`src/rtl/tss_maxreduce.sv`:
```
// rtl/tss_maxreduce.sv - folds a stream of wrapping 32-bit timestamps into one wrap-aware max per group
module tss_maxreduce #(
    parameter int CNT_W  = 8,
    parameter int MAXCNT = 2**CNT_W - 1
) (
    input  logic             clk,
    input  logic             reset_l,
    input  logic             in_valid,
    output logic             in_ready,
    input  logic [31:0]      in_time,
    input  logic             in_last,
    input  logic             flush,
    output logic             out_valid,
    input  logic             out_ready,
    output logic [31:0]      out_max,
    output logic [CNT_W-1:0] out_count
);

    typedef enum logic [1:0] {IDLE, ACC, HOLD} state_t;

    state_t            state;
    state_t            state_next;
    logic [31:0]       acc_max;
    logic [CNT_W-1:0]  acc_cnt;
    logic              accept;
    logic              close;
    logic              load_fold;
    logic              load_acc;
    logic [31:0]       fold_max;
    logic [CNT_W-1:0]  fold_cnt;

    // Serial-number style compare: valid while operands lie within 2^31 of each other.
    function automatic logic ts_less(input logic [31:0] a, input logic [31:0] b);
        return (a[31] != b[31]) ^ (a[30:0] < b[30:0]);
    endfunction

    assign in_ready = reset_l && !out_valid;
    assign accept   = in_valid && in_ready;

    always_comb begin
        state_next = state;
        fold_max   = in_time;
        fold_cnt   = CNT_W'(1);
        close      = 1'b0;
        load_fold  = 1'b0;
        load_acc   = 1'b0;
        if (state == ACC) begin
            fold_max = ts_less(acc_max, in_time) ? in_time : acc_max;
            fold_cnt = acc_cnt + CNT_W'(1);
        end
        close = accept && (in_last || flush || (fold_cnt == CNT_W'(MAXCNT)));
        case (state)
            IDLE: begin
                if (accept) begin
                    load_fold  = 1'b1;
                    state_next = close ? HOLD : ACC;
                end
            end
            ACC: begin
                if (accept) begin
                    load_fold = 1'b1;
                    if (close) state_next = HOLD;
                end else if (flush) begin
                    load_acc   = 1'b1;
                    state_next = HOLD;
                end
            end
            HOLD: begin
                if (out_ready) state_next = IDLE;
            end
            default: state_next = IDLE;
        endcase
    end

    always_ff @(posedge clk) begin
        if (!reset_l) state <= IDLE;
        else          state <= state_next;
    end

    always_ff @(posedge clk) begin
        if (!reset_l) begin
            out_valid <= 1'b0;
            out_max   <= '0;
            out_count <= '0;
            acc_max   <= '0;
            acc_cnt   <= '0;
        end else begin
            out_valid <= (state_next == HOLD);
            if (load_fold) begin
                if (close) begin
                    out_max   <= fold_max;
                    out_count <= fold_cnt;
                    acc_cnt   <= '0;
                end else begin
                    acc_max <= fold_max;
                    acc_cnt <= fold_cnt;
                end
            end else if (load_acc) begin
                out_max   <= acc_max;
                out_count <= acc_cnt;
                acc_cnt   <= '0;
            end
        end
    end

endmodule

```
`config.mk`:
```
export PLATFORM = sky130hd
export DESIGN_NAME = tss_maxreduce
export DESIGN_NICKNAME = d
export VERILOG_FILES = /design/src/rtl/tss_maxreduce.sv
export SDC_FILE = /design/constraint.sdc
export NUM_CORES = 1
export LEC_CHECK = 0
export BUFFER_PORTS_ARGS = -buffer_cell sky130_fd_sc_hd__buf_2
export CAP_MARGIN = 20
export CORE_ASPECT_RATIO = 1.75
export CORE_UTILIZATION = 60
export DETAILED_ROUTE_END_ITERATION = 8
export GPL_ROUTABILITY_DRIVEN = 0
export MAX_ROUTING_LAYER = met4
export PLACE_DENSITY_LB_ADDON = 0.05
export SYNTH_ARGS = -nofsm -noshare
export SYNTH_HDL_FRONTEND = slang
export SYNTH_SLANG_ARGS = --single-unit
```
`constraint.sdc`:
```
create_clock -name clk -period 5.6 [get_ports clk]
set_clock_uncertainty 0.1 [all_clocks]
set_input_delay 1.12 -clock clk [delete_from_list [all_inputs] [get_ports clk]]
set_output_delay 1.12 -clock clk [all_outputs]
set_load 0.1 [all_outputs]
```
==> summary.txt, run 1 <==
Status: finished, violations left
Violated checks: DRC
Synth area leaders: dfxtp_1 (38%), nand2_1 (10%), ha_1 (8.8%), o221a_1 (7.9%), nand3_1 (5.0%)
Setup crit end kind: register
Multiplexer area fraction after synthesis: 0.004527
Post-DR vias/cell: 5.848
First-pass GRT wire length: 17130 um
Total Wirelength: 10440 um
Vias in the first global route: 3735
Total CTS buffers: 9
RSZ-0062 raised after global routing: false
Synth Area in Simple Gates: 0.2193
Clk pin slew, worst setup/hold paths: 0.06 ns
Worst path bufs/invs: 2
Post-DRT Antenna Nets: 0
CP top delay family: compound AO/OA/AOI/OAI gates
All-Layer GR Usage: 0.2976
Fin crit period: 4.177 ns
Max FO, Critical Path: 31
CTS tree: done
Main combinational cell family by area after synthesis: compound AO/OA/AOI/OAI gates
Fmax: 239.4 MHz
Cell Chain, Critical Path: buf_2 -> inv_1 -> ha_1 -> nand4_2 -> nor3_1 -> and4_1 -> a2111oi_4 -> a31oi_2 -> a21bo_2 -> o221a_1
Critical Path AT: 4.35 ns
Post-synth EDFFs: 0
Hold_sp: acc_max[2]$_SDFFE_PN0P_
Core ar.: 7182 sq um
Layout cell share with drive strength beyond 1: 0.1940
Pin count of the biggest net entering global routing: 75
Required @ worst endpoint: 5.78 ns
Die X: 66.90 um
Placed Area: 4810 sq um
Final hold violation count: 0
Initial antenna violation count: 0
Reg-to-reg startpoint: acc_max[30]$_SDFFE_PN0P_
Hold Slack: 0.3711 ns
CTS Hold Bufs: 0
Overall die height: 115.6 um
Design Power: 1.581 mW
PortBufs: 79
# IOs: 80
Post-DP HPWL: 7255 um
Clock Tree Root: clkbuf_16
Synth Register Bits: 83
ANT cells: 0
Synth Area in Compound Gates: 0.2323
Most frequent cells after synthesis: nand2_1 (118), dfxtp_1 (83), nand3_1 (44), o21ai_1 (34), inv_1 (33)
Setup bufs post-CTS: 0
Worst path max stage delay: 0.72 ns
CP max stage cell: a21bo_2
Mapped Cells: 536
Syn Nets: 605
Global route total overflow: 0
Seq/Total Area, Yosys: 0.3758
Tcrit/Tclk final: 0.7458
Primary FF master, synth: dfxtp_1
Sink Count: 83
Initial cell density of the core: 0.6157
Setup CP Type: input pin to register
Adder-cell share of the synthesized area: 0.08772
Worst-Margin Slew: 0.8562 ns
Endpoints failing setup: 0
DR iter-0 viols: 255
# fillers: 602
Std cell rows: 41
Area growth, synth to finish: 16.02%
Worst vdd ir: 0.2379 mV
Min-delay worst type: register to register
Post-layout instance area: 5130 sq um
Final #Nets: 667
Cell taking the most area after synthesis: dfxtp_1
Skew-Pair Late Insertion Delay: 0.34 ns
Crit path launch type: input pin
Pins Over Slew Limit: 0
Post-synth top area share: 0.3758
Slew margin rel.: 0.4274
DRT Pass-1 Iters: 7
Avg Inst Size Synth: 8.250 sq um
Post-CTS Resized: 0
H-tree levels: 3
Remaining DRCs: 2
Cell Area, Synth: 4422 sq um
WL/cell: 15.15 um
Via count: 4029
Fraction of registers with async set/reset: 0
Library cells used by synthesis: 58
Max Cap Violations: 0
Count leader, synth: nand2_1
Area of the die: 7731 sq um
CTS Buffer Depth: 2
Crit. Startpoint: in_time[30]
Leak: 2.428 nW
Pwr per Cell Area: 308.1 nW/um^2
Synth Area in XOR/XNOR: 0.01188
Total negative slack: 0 ns
Yosys warns: 0
-- flip-flops by register name (all words and copies together) (netlist names) --
register / count
acc_cnt: 8
acc_max: 32
out_count: 8
out_max: 32
out_valid: 1
state: 2
-- path summary, 6_finish.rpt --
kind                                    to  slack [ns]  cells after the start
hold reg to reg    acc_max[2]$_SDFFE_PN0P_        0.37                      2
setup reg to reg  out_max[21]$_SDFFE_PN0P_        2.01                      8
hold / removal     acc_max[2]$_SDFFE_PN0P_        0.37                      2
setup / recovery  out_max[21]$_SDFFE_PN0P_        1.42                     10
-- cells by family (layout without fill, tap and decap cells) --
family,after synthesis,count (layout)
adders and majority gates,31,31
muxes,2,2
DFF,83,83
buffers and inverters,70,137
and+or+nand+nor,218,218
AOI/OAI and AO/OA,126,126
xor gates and xnor gates,6,6
-- report_power, final --
group / total [mW] / switching (mW) / leakage [nW] / internal [mW]
logic: 0.337 / 0.262 / 1.60 / 0.0750
clock network: 0.603 / 0.234 / 0.153 / 0.369
registers: 0.641 / 0.0191 / 0.676 / 0.622
total: 1.58 / 0.515 / 2.43 / 1.07
-- cell type report --
class	instances	area, sq um	share of cell area
multi-input combinational	383	2465	0.4805
sequential	83	1662	0.3239
timing repair buffer	87	462.9	0.09024
clock buffer	12	256.5	0.05000
inverter	34	127.6	0.02488
tap	86	107.6	0.02098
clock inverter	4	48.80	0.009512
-- worst register-to-register path, delay by kind of cell, from the launching register on --
kind,cells,cell delay (ns)
and+or+nand+nor,3,0.89
adders and majority gates,1,0.35
DFF,1,0.33
AOI/OAI and AO/OA,4,1.86
-- through the flow --
| step | utilization | instances | worst slack, ns |
|---|---|---|---|
| after floorplan | - | 536 | 1.403 |
| after global placement | 0.6697 | 672 | 1.293 |
| after detailed placement | 0.6697 | 672 | 1.098 |
| after CTS | 0.7122 | 688 | 1.423 |
| after global routing | 0.7143 | 689 | 1.167 |
| final | 0.7143 | 689 | 1.423 |
-- cell usage in the layout (no fill, tap or decap), types with 3 or more instances in the layout --
cell type,synthesis,routed
and3_1,3,3
nand2_1,118,118
a21o_1,3,3
inv_1,33,33
nor2_1,25,25
nand4b_1,3,3
ha_1,31,31
o21ai_1,34,34
o21ai_0,6,6
o211a_1,4,4
o221a_1,31,31
buf_2,11,79
dfxtp_1,83,83
a22oi_1,5,5
nor2b_1,3,3
a21oi_1,13,13
nand4_1,6,6
clkbuf_16,0,9
o311ai_1,3,3
buf_4,1,7
nand3_1,44,44
xor2_1,4,4
a211oi_1,3,3
-- routing by layer --
layer  global-route usage  share of wire  vias to the layer above
met5                    -              0                        -
met4               0.1149          0.021                        0
met3              0.05610          0.051                       17
met2               0.5030           0.51                      113
met1               0.3401           0.42                     1879
li1                     -              -                     2020
(Power assumes the default switching activity.)
==> run 2, diff against run 1 <==
ABC_AREA = 1   (was not set)
CORE_UTILIZATION = 52   (was 60)
clock period = 3.7 ns   (was 5.6 ns; I/O delays follow)
==> run 2 against run 1 <==
The flow now finishes without violations. Non-clock buffer count grew 3. Sequential power grew 51%. Worst setup slack got worse by 0.46 ns. Hold slack gained 0.013 ns. Core utilization down 11 points. Area after synthesis is 23% higher. Total power rose by 68%. Sequential cell count did not move. Cell area up 21%. Critical path depth up 5. First-iteration DRC count rose by 10%. Largest power group is now the clock network.
==> summary.txt, run 2 <==
Tcrit/Tclk final: 0.7388
Pins Over Slew Limit: 0
CTS Hold Bufs: 0
# IOs: 80
Area growth, synth to finish: 14.42%
Mapped Cells: 896
All-Layer GR Usage: 0.2781
Worst vdd ir: 0.3015 mV
Pwr per Cell Area: 427.3 nW/um^2
Total negative slack: 0 ns
Slack of the critical path: 0.9663 ns
Critical Path AT: 2.90 ns
Post-synth top area share: 0.3059
ANT cells: 0
Post-CTS Resized: 0
Total CTS buffers: 9
Cell taking the most area after synthesis: dfxtp_1
CP max stage cell: nand3_1
Reg-to-reg startpoint: acc_cnt[0]$_SDFFE_PN0P_
Post-DRT Antenna Nets: 0
Min-delay worst type: register to register
Pin count of the biggest net entering global routing: 67
Fin crit period: 2.734 ns
Final hold violation count: 0
Required @ worst endpoint: 3.87 ns
Worst path max stage delay: 0.31 ns
Overall die height: 137.2 um
Commonest non-fill, non-tap cells in the layout: nand2_1 (282), inv_1 (158), a21oi_1 (94)
Total Wirelength: 14150 um
Core ar.: 10240 sq um
Hold Slack: 0.3843 ns
Vias in the first global route: 5032
Post-DP HPWL: 9204 um
Max FO, Critical Path: 23
Leak: 3.434 nW
PortBufs: 79
Post-synth EDFFs: 0
Synth Register Bits: 83
Count leader, synth: nand2_1
Post-Place Worst Slack: 0.6188 ns
Final #Nets: 1022
Clock Tree Root: clkbuf_16
Top Registers: acc_max: 32 flops, out_max: 32 flops
Skew-Pair Late Insertion Delay: 0.35 ns
Via count: 5508
CTS tree: done
Area of the die: 10870 sq um
Most frequent cells after synthesis: nand2_1 (282), inv_1 (158), a21oi_1 (94), dfxtp_1 (83), nor2_1 (75)
Syn Nets: 965
Clk pin slew, worst setup/hold paths: 0.06 ns
Library cells used by synthesis: 27
Worst-Margin Slew: 0.7369 ns
Setup crit end kind: register
Endpoints failing setup: 0
Setup CP Type: input pin to register
Die X: 79.26 um
Commonest non-fill, non-tap cell in the layout: nand2_1
Crit path launch type: input pin
Fmax: 365.8 MHz
Max Cap Violations: 0
R2r worst-path depth: 12
Primary FF master, synth: dfxtp_1
Most frequent CP cell: nand2_1
WL/cell: 13.04 um
Post-DR vias/cell: 5.076
CTS Buffer Depth: 2
R2r setup slk: 0.98 ns
Remaining DRCs: 0
# fillers: 983
H-tree levels: 3
Initial antenna violation count: 0
Std cell rows: 49
Critical R2R Capture: acc_max[19]$_SDFFE_PN0P_
Status: completed
Fraction of registers with async set/reset: 0
First-pass GRT wire length: 22870 um
RSZ-0062 raised after global routing: false
Synth area leaders: dfxtp_1 (31%), nand2_1 (19%), inv_1 (11%), a21oi_1 (8.7%), ha_1 (7.1%)
Global route total overflow: 0
Cell Chain, Critical Path: buf_2 -> inv_1 -> ha_1 -> a21oi_1 -> nand2_1 -> a21oi_1 -> nand2_1 -> nand2_1 -> nand2_1 -> nand2_1 -> nand3_1 -> buf_12 -> nand2_1 -> nand3_1 -> a21oi_1
Layout cell share with drive strength beyond 1: 0.1430
Initial cell density of the core: 0.5305
Seq/Total Area, Yosys: 0.3059
Cell Area, Synth: 5431 sq um
Avg Inst Size Synth: 6.062 sq um
CP endpoint: out_max[18]$_SDFFE_PN0P_
Slew margin rel.: 0.5088
DR iter-0 viols: 281
DRT Pass-1 Iters: 5
Setup bufs post-CTS: 0
Crit. Startpoint: in_time[14]
Yosys warns: 0
Sink Count: 83
run 2: worst min-delay path by stage:
stage                               from                         to  slack (ns)  cells past startpoint
2_1_floorplan    acc_cnt[7]$_SDFFE_PN0P_    acc_cnt[7]$_SDFFE_PN0P_        0.37                      2
3_3_place_gp   out_count[5]$_SDFFE_PN0P_  out_count[5]$_SDFFE_PN0P_        0.36                      2
3_5_place_dp   out_count[0]$_SDFFE_PN0P_  out_count[0]$_SDFFE_PN0P_        0.38                      2
4_1_cts        out_count[2]$_SDFFE_PN0P_  out_count[2]$_SDFFE_PN0P_        0.39                      2
5_1_grt        out_count[5]$_SDFFE_PN0P_  out_count[5]$_SDFFE_PN0P_        0.41                      2
6_report       out_count[0]$_SDFFE_PN0P_  out_count[0]$_SDFFE_PN0P_        0.38                      2
run 2: worst max-delay path, delay by kind of cell:
family                     cells  cell delay, ns
buffers and inverters          3            0.42
and+or+nand+nor                8            0.92
AOI/OAI and AO/OA              3            0.52
adders and majority gates      1            0.30
run 2: power breakdown:
part	leakage, nW	total [mW]	switching [mW]	internal, mW
sequential	0.676	0.968	0.0249	0.943
combinational	2.60	0.643	0.503	0.140
clock	0.159	1.04	0.384	0.661
run 2: layout make-up:
type	count	area, sq um	share of cell area
well taps	127	158.9	0.02557
multi-input cells	607	2953	0.4751
clock inverters	6	113.9	0.01832
inverters	162	608.1	0.09785
repair buffers	90	490.5	0.07892
clock buffers	10	229.0	0.03684
flip-flops and latches	83	1662	0.2674
run 2: cell families (layout without fill, tap and decap cells):
kind of cell             Yosys count  in the layout  synth area share
AND/OR/NAND/NOR                  467            467            0.3670
AO/OA/AOI/OAI                    108            108            0.1027
adder cells (fa/ha/maj)           31             31           0.07141
flip-flops                        83             83            0.3059
XOR/XNOR                           1              1          0.001613
buffers and inverters            206            268            0.1513
run 2: metal layers:
layer | track usage | up-vias | share of wire
met5 | - | - | 0
met4 | 0.09394 | 0 | 0.011
met3 | 0.04371 | 14 | 0.037
met2 | 0.5077 | 114 | 0.54
met1 | 0.3014 | 2504 | 0.41
li1 | - | 2876 | -
run 2: per-stage QoR:
step	cells	instance area (sq um)	util	total power, mW
final	1085	6215	0.6070	2.655
after global routing	1085	6215	0.6070	2.773
after floorplan	896	5431	-	1.509
after detailed placement	1069	5872	0.5735	1.629
after global placement	1069	5872	0.5735	1.621
after CTS	1085	6215	0.6070	2.671
